<file path="src/rtl/mc_pkg.sv">
// Shared types for the multi-cycle control unit: state encoding, opcodes,
// datapath select encodings and the packed control word.
package mc_pkg;

  typedef enum logic [3:0] {
    S_FETCH     = 4'd0,
    S_DECODE    = 4'd1,
    S_MEM_ADDR  = 4'd2,
    S_MEM_READ  = 4'd3,
    S_MEM_WB    = 4'd4,
    S_MEM_WRITE = 4'd5,
    S_EXECUTE   = 4'd6,
    S_R_WB      = 4'd7,
    S_BRANCH    = 4'd8,
    S_JUMP      = 4'd9,
    S_I_EXEC    = 4'd10,
    S_I_WB      = 4'd11
  } state_e;

  localparam logic [5:0] OP_R    = 6'b000000;
  localparam logic [5:0] OP_LW   = 6'b100011;
  localparam logic [5:0] OP_SW   = 6'b101011;
  localparam logic [5:0] OP_BEQ  = 6'b000100;
  localparam logic [5:0] OP_J    = 6'b000010;
  localparam logic [5:0] OP_ADDI = 6'b001000;
  localparam logic [5:0] OP_ANDI = 6'b001100;
  localparam logic [5:0] OP_ORI  = 6'b001101;

  typedef enum logic [1:0] {
    ALU_ADD   = 2'b00,
    ALU_SUB   = 2'b01,
    ALU_FUNCT = 2'b10,
    ALU_IMM   = 2'b11
  } alu_op_e;

  typedef enum logic [1:0] {
    SRCB_B       = 2'b00,
    SRCB_FOUR    = 2'b01,
    SRCB_IMM     = 2'b10,
    SRCB_IMM_SH2 = 2'b11
  } alu_src_b_e;

  typedef enum logic [1:0] {
    PCSRC_ALU    = 2'b00,
    PCSRC_ALUOUT = 2'b01,
    PCSRC_JUMP   = 2'b10
  } pc_source_e;

  typedef struct packed {
    logic       pc_write;
    logic       pc_write_cond;
    logic       iord;
    logic       mem_read;
    logic       mem_write;
    logic       ir_write;
    logic       reg_dst;
    logic       mem_to_reg;
    logic       reg_write;
    logic       alu_src_a;
    alu_src_b_e alu_src_b;
    alu_op_e    alu_op;
    pc_source_e pc_source;
  } ctrl_t;

  function automatic logic is_legal(input logic [5:0] op);
    return (op == OP_R)    || (op == OP_LW)   || (op == OP_SW)   ||
           (op == OP_BEQ)  || (op == OP_J)    || (op == OP_ADDI) ||
           (op == OP_ANDI) || (op == OP_ORI);
  endfunction

endpackage

</file>
<file path="src/rtl/mc_control_fsm_if.sv">
// Control bus between the sequencer (master) and the shared datapath (slave).
interface mc_control_fsm_if;
  logic [5:0] opcode;
  logic       mem_ready;
  logic       pc_write;
  logic       pc_write_cond;
  logic       iord;
  logic       mem_read;
  logic       mem_write;
  logic       ir_write;
  logic       reg_dst;
  logic       mem_to_reg;
  logic       reg_write;
  logic       alu_src_a;
  logic [1:0] alu_src_b;
  logic [1:0] alu_op;
  logic [1:0] pc_source;
  logic       ext_sel;
  logic       illegal;
  logic [3:0] state;

  modport master (
    input  opcode, mem_ready,
    output pc_write, pc_write_cond, iord, mem_read, mem_write, ir_write,
           reg_dst, mem_to_reg, reg_write, alu_src_a, alu_src_b, alu_op,
           pc_source, ext_sel, illegal, state
  );

  modport slave (
    output opcode, mem_ready,
    input  pc_write, pc_write_cond, iord, mem_read, mem_write, ir_write,
           reg_dst, mem_to_reg, reg_write, alu_src_a, alu_src_b, alu_op,
           pc_source, ext_sel, illegal, state
  );
endinterface

</file>
<file path="src/rtl/mc_output_decode.sv">
// Moore decode of the sequencer state into the raw datapath control word.
module mc_output_decode
  import mc_pkg::*;
(
  input  logic [3:0] state,
  output ctrl_t      ctrl
);

  always_comb begin
    // NOTE: the all-zero default first keeps every field assigned on every path, so no latch is inferred.
    ctrl = '0;
    case (state)
      S_FETCH: begin
        ctrl.mem_read  = 1'b1;
        ctrl.ir_write  = 1'b1;
        ctrl.pc_write  = 1'b1;
        ctrl.alu_src_b = SRCB_FOUR;
      end
      S_DECODE: ctrl.alu_src_b = SRCB_IMM_SH2;
      S_MEM_ADDR: begin
        ctrl.alu_src_a = 1'b1;
        ctrl.alu_src_b = SRCB_IMM;
      end
      S_I_EXEC: begin
        ctrl.alu_src_a = 1'b1;
        ctrl.alu_src_b = SRCB_IMM;
        ctrl.alu_op    = ALU_IMM;
      end
      S_MEM_READ: begin
        ctrl.mem_read = 1'b1;
        ctrl.iord     = 1'b1;
      end
      S_MEM_WRITE: begin
        ctrl.mem_write = 1'b1;
        ctrl.iord      = 1'b1;
      end
      S_MEM_WB: begin
        ctrl.mem_to_reg = 1'b1;
        ctrl.reg_write  = 1'b1;
      end
      S_EXECUTE: begin
        ctrl.alu_src_a = 1'b1;
        ctrl.alu_op    = ALU_FUNCT;
      end
      S_R_WB: begin
        ctrl.reg_dst   = 1'b1;
        ctrl.reg_write = 1'b1;
      end
      S_BRANCH: begin
        ctrl.alu_src_a     = 1'b1;
        ctrl.alu_op        = ALU_SUB;
        ctrl.pc_write_cond = 1'b1;
        ctrl.pc_source     = PCSRC_ALUOUT;
      end
      S_JUMP: begin
        ctrl.pc_write  = 1'b1;
        ctrl.pc_source = PCSRC_JUMP;
      end
      S_I_WB: ctrl.reg_write = 1'b1;
      default: ;
    endcase
  end

endmodule

</file>
<file path="src/rtl/mc_control_fsm.sv">
// Multi-cycle control sequencer. Define WAIT_STATE_EN to hold FETCH, MEM_READ
// and MEM_WRITE until mem_ready; otherwise every memory access takes one cycle.
module mc_control_fsm
  import mc_pkg::*;
(
  input  logic              clk,
  input  logic              reset,
  mc_control_fsm_if.master  bus
);

  localparam logic [3:0] FETCH     = S_FETCH;
  localparam logic [3:0] DECODE    = S_DECODE;
  localparam logic [3:0] MEM_ADDR  = S_MEM_ADDR;
  localparam logic [3:0] MEM_READ  = S_MEM_READ;
  localparam logic [3:0] MEM_WB    = S_MEM_WB;
  localparam logic [3:0] MEM_WRITE = S_MEM_WRITE;
  localparam logic [3:0] EXECUTE   = S_EXECUTE;
  localparam logic [3:0] R_WB      = S_R_WB;
  localparam logic [3:0] BRANCH    = S_BRANCH;
  localparam logic [3:0] JUMP      = S_JUMP;
  localparam logic [3:0] I_EXEC    = S_I_EXEC;
  localparam logic [3:0] I_WB      = S_I_WB;

  logic [3:0] state_q;
  logic [3:0] state_d;
  logic       ext_sel_q;
  logic       mem_ack;
  ctrl_t      ctrl_raw;
  ctrl_t      ctrl;

`ifdef WAIT_STATE_EN
  assign mem_ack = bus.mem_ready;
`else
  logic unused_mem_ready;
  assign unused_mem_ready = bus.mem_ready;
  assign mem_ack          = 1'b1;
`endif

  always_comb begin
    state_d = state_q;
    case (state_q)
      FETCH:  if (mem_ack) state_d = DECODE;
      DECODE: begin
        case (bus.opcode)
          OP_R:                      state_d = EXECUTE;
          OP_LW, OP_SW:              state_d = MEM_ADDR;
          OP_BEQ:                    state_d = BRANCH;
          OP_J:                      state_d = JUMP;
          OP_ADDI, OP_ANDI, OP_ORI:  state_d = I_EXEC;
          default:                   state_d = FETCH;
        endcase
      end
      MEM_ADDR:  state_d = (bus.opcode == OP_SW) ? MEM_WRITE : MEM_READ;
      MEM_READ:  if (mem_ack) state_d = MEM_WB;
      MEM_WRITE: if (mem_ack) state_d = FETCH;
      EXECUTE:   state_d = R_WB;
      I_EXEC:    state_d = I_WB;
      // MEM_WB, R_WB, BRANCH, JUMP, I_WB and unused codes all retire to FETCH
      default:   state_d = FETCH;
    endcase
  end

  always_ff @(posedge clk or posedge reset) begin
    // NOTE: non-blocking assignments let every register sample pre-edge values, independent of statement order.
    if (reset) begin
      state_q   <= FETCH;
      ext_sel_q <= 1'b1;
    end else begin
      state_q <= state_d;
      if (state_q == DECODE)
        ext_sel_q <= !((bus.opcode == OP_ANDI) || (bus.opcode == OP_ORI));
    end
  end

  mc_output_decode u_decode (
    .state (state_q),
    .ctrl  (ctrl_raw)
  );

  // Reset blanks the whole word combinationally so write strobes drop without waiting for a clock.
  always_comb begin
    ctrl = ctrl_raw;
    if (state_q == FETCH && !mem_ack) begin
      ctrl.ir_write = 1'b0;
      ctrl.pc_write = 1'b0;
    end
    if (reset) ctrl = '0;
  end

  assign bus.pc_write      = ctrl.pc_write;
  assign bus.pc_write_cond = ctrl.pc_write_cond;
  assign bus.iord          = ctrl.iord;
  assign bus.mem_read      = ctrl.mem_read;
  assign bus.mem_write     = ctrl.mem_write;
  assign bus.ir_write      = ctrl.ir_write;
  assign bus.reg_dst       = ctrl.reg_dst;
  assign bus.mem_to_reg    = ctrl.mem_to_reg;
  assign bus.reg_write     = ctrl.reg_write;
  assign bus.alu_src_a     = ctrl.alu_src_a;
  assign bus.alu_src_b     = ctrl.alu_src_b;
  assign bus.alu_op        = ctrl.alu_op;
  assign bus.pc_source     = ctrl.pc_source;
  assign bus.ext_sel       = reset ? 1'b1 : ext_sel_q;
  assign bus.illegal       = !reset && (state_q == DECODE) && !is_legal(bus.opcode);
  assign bus.state         = state_q;

endmodule

</file>
<file path="src/flat_wrapper.sv">
// flat-port wrapper written by rule: the top's interface ports become plain ports
module mc_control_fsm_flat import mc_pkg::*;
  (clk, reset, bus_opcode, bus_mem_ready, bus_pc_write, bus_pc_write_cond, bus_iord, bus_mem_read, bus_mem_write, bus_ir_write, bus_reg_dst, bus_mem_to_reg, bus_reg_write, bus_alu_src_a, bus_alu_src_b, bus_alu_op, bus_pc_source, bus_ext_sel, bus_illegal, bus_state);
  mc_control_fsm_if bus_i ();
  input  logic clk;
  input  logic reset;
  input wire logic [$bits(bus_i.opcode)-1:0] bus_opcode;
  input wire logic [$bits(bus_i.mem_ready)-1:0] bus_mem_ready;
  output wire logic [$bits(bus_i.pc_write)-1:0] bus_pc_write;
  output wire logic [$bits(bus_i.pc_write_cond)-1:0] bus_pc_write_cond;
  output wire logic [$bits(bus_i.iord)-1:0] bus_iord;
  output wire logic [$bits(bus_i.mem_read)-1:0] bus_mem_read;
  output wire logic [$bits(bus_i.mem_write)-1:0] bus_mem_write;
  output wire logic [$bits(bus_i.ir_write)-1:0] bus_ir_write;
  output wire logic [$bits(bus_i.reg_dst)-1:0] bus_reg_dst;
  output wire logic [$bits(bus_i.mem_to_reg)-1:0] bus_mem_to_reg;
  output wire logic [$bits(bus_i.reg_write)-1:0] bus_reg_write;
  output wire logic [$bits(bus_i.alu_src_a)-1:0] bus_alu_src_a;
  output wire logic [$bits(bus_i.alu_src_b)-1:0] bus_alu_src_b;
  output wire logic [$bits(bus_i.alu_op)-1:0] bus_alu_op;
  output wire logic [$bits(bus_i.pc_source)-1:0] bus_pc_source;
  output wire logic [$bits(bus_i.ext_sel)-1:0] bus_ext_sel;
  output wire logic [$bits(bus_i.illegal)-1:0] bus_illegal;
  output wire logic [$bits(bus_i.state)-1:0] bus_state;
  assign bus_i.opcode = bus_opcode;
  assign bus_i.mem_ready = bus_mem_ready;
  assign bus_pc_write = bus_i.pc_write;
  assign bus_pc_write_cond = bus_i.pc_write_cond;
  assign bus_iord = bus_i.iord;
  assign bus_mem_read = bus_i.mem_read;
  assign bus_mem_write = bus_i.mem_write;
  assign bus_ir_write = bus_i.ir_write;
  assign bus_reg_dst = bus_i.reg_dst;
  assign bus_mem_to_reg = bus_i.mem_to_reg;
  assign bus_reg_write = bus_i.reg_write;
  assign bus_alu_src_a = bus_i.alu_src_a;
  assign bus_alu_src_b = bus_i.alu_src_b;
  assign bus_alu_op = bus_i.alu_op;
  assign bus_pc_source = bus_i.pc_source;
  assign bus_ext_sel = bus_i.ext_sel;
  assign bus_illegal = bus_i.illegal;
  assign bus_state = bus_i.state;
  mc_control_fsm u_core (.clk(clk), .reset(reset), .bus(bus_i));
endmodule
</file>
<file path="config.mk">
export PLATFORM = sky130hd
export DESIGN_NAME = mc_control_fsm_flat
export DESIGN_NICKNAME = d
export VERILOG_FILES = /design/src/rtl/mc_pkg.sv /design/src/rtl/mc_control_fsm_if.sv /design/src/rtl/mc_output_decode.sv /design/src/rtl/mc_control_fsm.sv /design/src/flat_wrapper.sv
export SDC_FILE = /design/constraint.sdc
export NUM_CORES = 1
export LEC_CHECK = 0
export CELL_PAD_IN_SITES_DETAIL_PLACEMENT = 0
export CELL_PAD_IN_SITES_GLOBAL_PLACEMENT = 1
export CORE_MARGIN = 1
export CORE_UTILIZATION = 32
export CTS_BUF_LIST = sky130_fd_sc_hd__clkbuf_4
export DETAILED_ROUTE_END_ITERATION = 10
export PLACE_DENSITY = 0.95
export SLEW_MARGIN = 20
export SYNTH_ARGS = -nofsm -noshare
export SYNTH_HDL_FRONTEND = slang
export SYNTH_HIERARCHICAL = 1
export SYNTH_SLANG_ARGS = --single-unit
</file>
<file path="constraint.sdc">
create_clock -name clk -period 3.3 [get_ports clk]
set_input_delay 0.495 -clock clk [delete_from_list [all_inputs] [get_ports clk]]
set_output_delay 0.495 -clock clk [all_outputs]
set_load 0.02 [all_outputs]
</file>
==> metrics <==
status=finished, final reports clean; critical path arrival=approximately 2500 ps; ant diodes=0; Post-Synth Simple-Gate Area=0.484; die area=0.00235 mm^2; Root Buffer=clkbuf_4; LEAKAGE=0.000353 uW; CTS sink count=5; Syn Inst Count=roughly 90; actual slew at the worst max-slew pin=around 600 ps; RSZ-0062 raised after global routing=false; Synth Area in Adders=0.0145; Post-synth EDFFs=0; core footprint=0.00200 mm^2; Avg WL per Cell=~11 um; HP Class=reg2reg; Max-Cap Viols=0; count leader, synth=nor2b_1; routability cong.=0.761; post-synthesis net count=101; Final min period=roughly 3000 ps; final setup fails=0; DIE HEIGHT=roughly 48 um; max frequency=around 330 MHz; H-Tree Depth=1; drt first pass iters=4; area of the multi-input gates=between 500 and 600 um^2; HPWL reported at the end of detailed placement=1.18 mm; CP Launch Type=input pin; dpl ws=299 ps; Post-CTS Setup Bufs=0; vias post-DR=~730; Synth Warn #=6; prevailing post-synth register cell=dfrtp_1; Netlist cell types=39; DRC=0; Core Util, Final=0.499; Max-slew headroom=0.593; synth-to-layout area growth=44.7%; Post-Route WL=1.60 mm; Hold Buf Count CTS=0; largest net degree at the start of global routing=22; global-route wire length before repair=approximately 2.7 mm; Power Density=540 mW/mm^2; synth top area cells=dfrtp_1 14%, nor2b_1 14%, nor2_1 6.0%; worst skew pair latency=around 240 ps; type of the worst setup path=in2out; starting density of the core=0.345; Final Hold Fails=0; Worst-path clk slew=approximately 40 ps; Num CTS Buffers=3; flop and latch count out of synthesis=5; xor and xnor area share after synthesis=0.0380; GRT Total Usage=0.145; post-synthesis compound-gate area fraction=0.194; DR vias/cell=slightly above 5; antenna violations before repair=0; post-route clock period utilization=0.921; ANT nets after route=0; Hold Crit Depth=1; top post-synthesis cells by count=16 x nor2b_1, 11 x nor2_1, 6 x nand2b_1, 6 x nor3_1, 5 x a21oi_1; peak supply drop=0.000428 V; vias in the first global route=between 600 and 700; Post-Route Setup TNS=0 ps; NumNets Final=between 100 and 150; FF+latch area=between 100 and 150 um^2; clock buffer depth=2; largest family of logic cells by synthesized area=simple AND/OR/NAND/NOR gates; Port Buffers=29; Fillers=between 150 and 200; PostCTS Resize Cnt=0; synthesized area per cell=around 7.5 um^2; Die X=between 40 and 50 um; number of I/O pins=31; gr ovfl total=0; crit end category=output port; fin. max-slew vios=0; Setup Skew=1.71 ps; CTS tree=done; CP Max Fanout=9; multiplexer share of the synthesized area=0; cell taking the most area after synthesis=dfrtp_1; Rows=16; Mapped Area=roughly 690 um^2; R2R setup slack=1810 ps; asr flop ratio synth=1.00; slack of the critical path=~260 ps; number of DRC markers in iteration 0=11; register area share after synthesis=0.183; layout cells sized above 1=0.127; r2r worst-path depth=3; share of the synthesized area in the top cell type=0.145; Critical Path RT=between 2000 and 3000 ps
## worst max-delay path, stage by stage
cell and delay (ps):
clkdlybuf4s50_1 550, or2_0 280, a211oi_2 250, nor3_1 70, nor4_1 260, clkdlybuf4s50_1 650
## sequential cells by signal, indices dropped and copies added, names as in the netlist
register / count
u_core/bus.state: 4
u_core/ext_sel_q: 1
## where the power goes
part | total, uW | internal [uW] | leakage [uW] | switching (uW)
registers | 141 | 82.1 | 0.0000637 | 59.1
logic | 322 | 171 | 0.000271 | 151
clock network | 76.6 | 53.8 | 0.0000184 | 22.8
## cells in the final DEF (no fill, tap or decap), drive strengths merged
master,n
clkbuf,4
or3b,1
dfrtp,4
nor2,11
xor2,2
o22ai,2
a211oi,3
or2,2
nand2b,6
buf,1
nor3,7
maj3,1
a21oi,6
nor4,2
nor4b,1
nand3,3
nand2,2
a31oi,1
o32ai,2
inv,2
clkdlybuf4s50,29
dfstp,1
o21ai,1
o32a,1
or4b,1
and3b,1
xnor2,1
a211o,1
nor2b,16
nor3b,1
a21o,1
nand4,1
## through the flow
step	std cells	cell area, um^2	total power (uW)	hold slack, ps
finish	145	1000	540	506
global route	145	1000	588	521
CTS	145	1000	544	510
detailed placement	141	970	465	503
global placement	141	970	458	500
floorplan	92	691	354	479
## per-layer routing
metal | vias up | part of all wire | global-route usage
met5 | - | 0 | 0
met4 | 0 | 0.0063 | 0.0441
li1 | 379 | - | -
met3 | 2 | 0.064 | 0.0440
met2 | 33 | 0.44 | 0.218
met1 | 315 | 0.49 | 0.199
## path summary, 6_finish.rpt
| path | startpoint | endpoint |
|---|---|---|
| worst max-delay path | bus_opcode[2] | bus_illegal |
| worst min-delay path | u_core/ext_sel_q$_DFFE_PP1P_ | u_core/ext_sel_q$_DFFE_PP1P_ |
| worst max register to register | u_core/bus.state[1]$_DFF_PP0_ | u_core/bus.state[0]$_DFF_PP0_ |
| worst min register to register | u_core/ext_sel_q$_DFFE_PP1P_ | u_core/ext_sel_q$_DFFE_PP1P_ |
| max in group asynchronous | reset | u_core/ext_sel_q$_DFFE_PP1P_ |
| min in group asynchronous | reset | u_core/bus.state[1]$_DFF_PP0_ |
## cell type report
cell class | instances | share of cell area
clock buffers | 4 | 0.0300
inverters | 2 | 0.00751
well taps | 27 | 0.0338
repair buffers | 30 | 0.298
multi-input cells | 77 | 0.504
flip-flops and latches | 5 | 0.126
## kinds of logic after synthesis
kind of cell | after synthesis
AND/OR/NAND/NOR | 55
AO/OA/AOI/OAI | 18
buffers and inverters | 10
flip-flops | 5
XOR/XNOR | 3
adder cells (fa/ha/maj) | 1
No activity file was read; power rests on OpenSTA's default activity.
==> RTL edit 1: new RTL, same settings <==
The option `WAIT_STATE_EN` is turned on by a define.
--- a/src/rtl/mc_control_fsm.sv
+++ b/src/rtl/mc_control_fsm.sv
@@ -1,4 +1,6 @@
 // Multi-cycle control sequencer. Define WAIT_STATE_EN to hold FETCH, MEM_READ
 // and MEM_WRITE until mem_ready; otherwise every memory access takes one cycle.
+`define WAIT_STATE_EN
+
 module mc_control_fsm
   import mc_pkg::*;
Function: changed (a bounded check fails within 4 cycles, from zero or initial values and one cycle with reset high).
==> RTL edit 1 against the original RTL <==
Combinational power rose by 28%; area after synthesis grew 10%; sequential cell count unchanged; worst setup slack better by 100 ps; cell count rose by 9.0%; critical path depth unchanged; register-to-register slack lost 290 ps; global-route usage up 1.9 points; power grew 17%; routed wire length is 15% higher; cell area up 7.1%; via count rose by 12%; die area up 9.5%.
==> RTL edit 1: results (changes against the original RTL) <==
----------------------------------------------------
[Drt]
  Total via count in the routed design ... 814 (was 729)
  Post-detailed-route wirelength per cell ... 11.6 um (was 11.0 um)
  Number of design-rule violations left by the first detailed-router iteration ... 10 (was 11)

[Timing]
  Worst clock skew on the final layout ... 0.324 ps (was 1.71 ps)
  Final worst hold slack ... 505 ps (was 506 ps)

[Worst setup path]
  R2R Path Start ... u_core/bus.state[0] (was u_core/bus.state[1])
  Worst r2r path cells ... 4 (was 3)
  Critical path's largest stage delay ... 570 ps (was 650 ps)
  Arrival time worst endpoint ... 2440 ps (was 2540 ps)
  Flop2flop setup slack ... 1520 ps (was 1810 ps)
  Worst-path maximum fanout ... 7 (was 9)
  Destination of the worst register-to-register timing path ... u_core/bus.state[2] (was u_core/bus.state[0])

[Cells and area]
  Largest register FFs ... 4 (unchanged)
  Share of layout cells above drive strength 1 ... 11.5% (was 12.7%)
  Number of nets in the layout ... 140 (was 128)

[GRT]
  Vias in the first global route ... 702 (was 601)
  Largest net degree at the start of global routing ... 23 (was 22)
  Wire length of the first global-routing pass ... 3.19 mm (was 2.73 mm)
  Overall track demand over capacity in global routing ... 16.4% (was 14.5%)

[Logic synthesis]
  Commonest cells in the netlist ... sky130_fd_sc_hd__nor2b_1, sky130_fd_sc_hd__a21oi_1, sky130_fd_sc_hd__nor2_1, sky130_fd_sc_hd__nor3_1, sky130_fd_sc_hd__nand2b_1 (was sky130_fd_sc_hd__nor2b_1, sky130_fd_sc_hd__nor2_1, sky130_fd_sc_hd__nand2b_1, sky130_fd_sc_hd__nor3_1, sky130_fd_sc_hd__a21oi_1)
  Unique masters post-synth ... 40 (was 39)
  Leading cell types by total area after synthesis ... sky130_fd_sc_hd__dfrtp_1, sky130_fd_sc_hd__nor2b_1, sky130_fd_sc_hd__a21oi_1 (was sky130_fd_sc_hd__dfrtp_1, sky130_fd_sc_hd__nor2b_1, sky130_fd_sc_hd__nor2_1)
  Synthesized net count ... 113 (was 101)
  Seq/Total Area, Yosys ... 16.6% (was 18.3%)

[Placement]
  Count of buffers from port buffering ... 30 (was 29)
  Final HPWL from detailed placement ... 1.33 mm (was 1.18 mm)

[Outcome]
  Outcome ... completed (unchanged)

[Min path]
  Hold path cells ... 2 (was 1)

[Power]
  Leak ... 0.000380 uW (was 0.000353 uW)
  Worst ir drop on vdd ... 0.246 mV (was 0.428 mV)

----------------------------------------------------
[RTL edit 1: cell types whose count changed in the layout (fill, tap and decap cells not counted), sizes merged, moves of 2 or more]
cell,delta
inv,+2
nor3b,+2
a211oi,-2
o21ai,+3
nor2b,-2
nand3,-2
a2bb2oi,+2
a21oi,+4
and2,+2
[RTL edit 1: where the power goes]
part           total, uW  leakage, uW  switching, uW  internal (uW)
clock network       76.4    0.0000184           22.6           53.7
logic                412     0.000297            197            215
registers            144    0.0000642           68.3           75.4
[RTL edit 1: area by class of cell]
cell class	instances	area (um^2)
Sequential cell	5	126
Tap cell	28	35.0
Timing Repair Buffer	31	308
Fill cell	238	1160
Multi-Input combinational cell	86	557
Inverter	4	15.0
Clock buffer	4	30.0
[RTL edit 1: how the worst max path moves through the flow]
stage | from | to | cells past startpoint
2_1_floorplan | u_core/bus.state[1] | bus_illegal | 3
3_3_place_gp | bus_opcode[2] | bus_illegal | 6
3_5_place_dp | bus_opcode[2] | bus_illegal | 6
4_1_cts | bus_opcode[2] | bus_illegal | 6
5_1_grt | bus_opcode[2] | bus_illegal | 6
6_report | bus_opcode[2] | bus_illegal | 6
[RTL edit 1: per-layer routing]
metal | up-vias | global-route usage, % | part of all wire [%]
met5 | - | 0 | 0
met4 | 0 | 6.94 | 0
met3 | 0 | 2.12 | 5.2
met2 | 33 | 30.2 | 49
met1 | 361 | 18.7 | 46
li1 | 420 | - | -
[RTL edit 1: cell families after synthesis]
family / Yosys count / share of synthesized area, %
AOI/OAI and AO/OA: 26 / 23.6
xor gates and xnor gates: 4 / 4.61
buffers and inverters: 13 / 10.0
DFF: 5 / 16.6
and+or+nand+nor: 56 / 45.1
[RTL edit 1: per-stage QoR]
stage	instances	utilization (%)	instance area [um^2]	setup WS, ps
after floorplan	104	-	759	1040
after global placement	154	46.6	1040	457
after detailed placement	154	46.6	1040	380
after CTS	158	48.0	1070	369
after global routing	158	48.0	1070	262
final	158	48.0	1070	363
[RTL edit 1: tightest hold or removal path: cells and delay by family (launching register included)]
| family | cells | cell delay (ps) |
|---|---|---|
| DFF | 1 | 360 |
| and+or+nand+nor | 1 | 90 |
| AOI/OAI and AO/OA | 1 | 50 |
==> RTL edit 2: new RTL, same settings <==
Made on the original files. Make the reset (`reset`) synchronous in one clocked block.
--- a/src/rtl/mc_control_fsm.sv
+++ b/src/rtl/mc_control_fsm.sv
@@ -61,5 +61,5 @@
   end
 
-  always_ff @(posedge clk or posedge reset) begin
+  always_ff @(posedge clk) begin
     // NOTE: non-blocking assignments let every register sample pre-edge values, independent of statement order.
     if (reset) begin
Function: differs if reset is asserted again (counterexample within 4 cycles, from zero or initial values and one cycle with reset high); with reset held inactive, the same outputs for 10 cycles.
==> RTL edit 2 against the original RTL <==
Cell area decreased by 2.3%; area after synthesis decreased by 5.3%; global-route usage increased by 0.86 points; non-clock buffer count increased by 1; sequential cell count unchanged; first-iteration DRC count decreased by 18%; routed wire length decreased by 8.2%; worst setup slack improved by 230 ps; sequential share of layout area decreased by 2.4 points; maximum frequency increased by 8.0%.
Power is not compared: it rests on default switching activity, and its combinational part moved more than twofold at a synthesized area within 25%.
==> RTL edit 2: results (changes against the original RTL) <==
----------------------------------------------------
[Worst setup path]
  Flop2flop setup slack ... 1790 ps (was 1810 ps)
  Arrival time worst endpoint ... 2320 ps (was 2540 ps)
  Worst-path maximum fanout ... 7 (was 9)
  Worst r2r path cells ... 4 (was 3)

[Logic synthesis]
  Top FF cell, synth ... sky130_fd_sc_hd__dfxtp_1 (was sky130_fd_sc_hd__dfrtp_1)
  Post-synthesis cell type with the largest combined area ... sky130_fd_sc_hd__nor2b_1 (was sky130_fd_sc_hd__dfrtp_1)
  Commonest cells in the netlist ... sky130_fd_sc_hd__nor2b_1, sky130_fd_sc_hd__nor2_1, sky130_fd_sc_hd__nor3_1, sky130_fd_sc_hd__a21oi_1, sky130_fd_sc_hd__nand2b_1 (was sky130_fd_sc_hd__nor2b_1, sky130_fd_sc_hd__nor2_1, sky130_fd_sc_hd__nand2b_1, sky130_fd_sc_hd__nor3_1, sky130_fd_sc_hd__a21oi_1)
  Seq/Total Area, Yosys ... 15.3% (was 18.3%)
  Leading cell types by total area after synthesis ... sky130_fd_sc_hd__nor2b_1, sky130_fd_sc_hd__dfxtp_1, sky130_fd_sc_hd__nor3_1 (was sky130_fd_sc_hd__dfrtp_1, sky130_fd_sc_hd__nor2b_1, sky130_fd_sc_hd__nor2_1)
  Post-Synthesis Cells ... 94 (was 92)

[GRT]
  Wire length of the first global-routing pass ... 2.45 mm (was 2.73 mm)
  Overall track demand over capacity in global routing ... 15.4% (was 14.5%)
  Largest net degree at the start of global routing ... 19 (was 22)
  Vias in the first global route ... 580 (was 601)

[Placement]
  Final HPWL from detailed placement ... 1.12 mm (was 1.18 mm)
  Placed Area ... 947 um^2 (was 970 um^2)
  Number of instances in the placed design ... 143 (was 141)
  Post-place setup slack ... 495 ps (was 299 ps)
  Weighted congestion at the end of routability-driven global placement ... 0.769 (was 0.761)

[Drt]
  Number of design-rule violations left by the first detailed-router iteration ... 9 (was 11)
  Total via count in the routed design ... 719 (was 729)
  Post-detailed-route wirelength per cell ... 9.96 um (was 11.0 um)

[Outcome]
  Outcome ... completed (unchanged)

[Timing]
  Worst clock skew on the final layout ... 0.141 ps (was 1.71 ps)
  Final worst hold slack ... 555 ps (was 506 ps)

----------------------------------------------------
-- RTL edit 2: path summary, 6_finish.rpt --
path	from	end
max	bus_opcode[1]	bus_illegal
min	u_core/ext_sel_q	u_core/ext_sel_q
max reg2reg	u_core/bus.state[3]	u_core/bus.state[3]
min reg2reg	u_core/ext_sel_q	u_core/ext_sel_q
-- RTL edit 2: final cells by class --
class / count / area (um^2) / share of cell area, %
timing repair buffer: 31 / 305 / 31.2
multi-input combinational: 81 / 507 / 51.9
clock buffer: 4 / 30.0 / 3.07
inverter: 1 / 3.75 / 0.384
tap: 25 / 31.3 / 3.20
sequential: 5 / 100 / 10.2
-- RTL edit 2: critical path: stages --
cell                              delay (ps)
sky130_fd_sc_hd__clkdlybuf4s50_1         590
sky130_fd_sc_hd__nand3_1                 130
sky130_fd_sc_hd__nor2_1                  200
sky130_fd_sc_hd__nor3_1                   90
sky130_fd_sc_hd__o31a_1                  280
sky130_fd_sc_hd__clkdlybuf4s50_1         540
-- RTL edit 2: kinds of logic after synthesis --
logic type               count (synthesis)  share of synthesized area (%)
AO/OA/AOI/OAI                           20                           20.7
adder cells (fa/ha/maj)                  1                           1.53
flip-flops                               5                           15.3
buffers and inverters                    8                           7.26
AND/OR/NAND/NOR                         57                           51.2
XOR/XNOR                                 3                           4.02
-- RTL edit 2: layer usage --
layer  track usage (%)  wire [um]  up-vias
met3              2.31         82        2
met1              20.2        648      306
met2              24.7        728       25
li1                  -          -      386
met4              6.86          5        0
met5                 0          0        -
-- RTL edit 2: report_power, final --
| part | switching, uW | total (uW) | internal [uW] | leakage [uW] |
|---|---|---|---|---|
| Clock | 25.6 | 79.6 | 54.0 | 0.0000184 |
| Sequential | 2.48 | 64.7 | 62.2 | 0.0000407 |
| Combinational | 38.5 | 76.6 | 38.1 | 0.000265 |
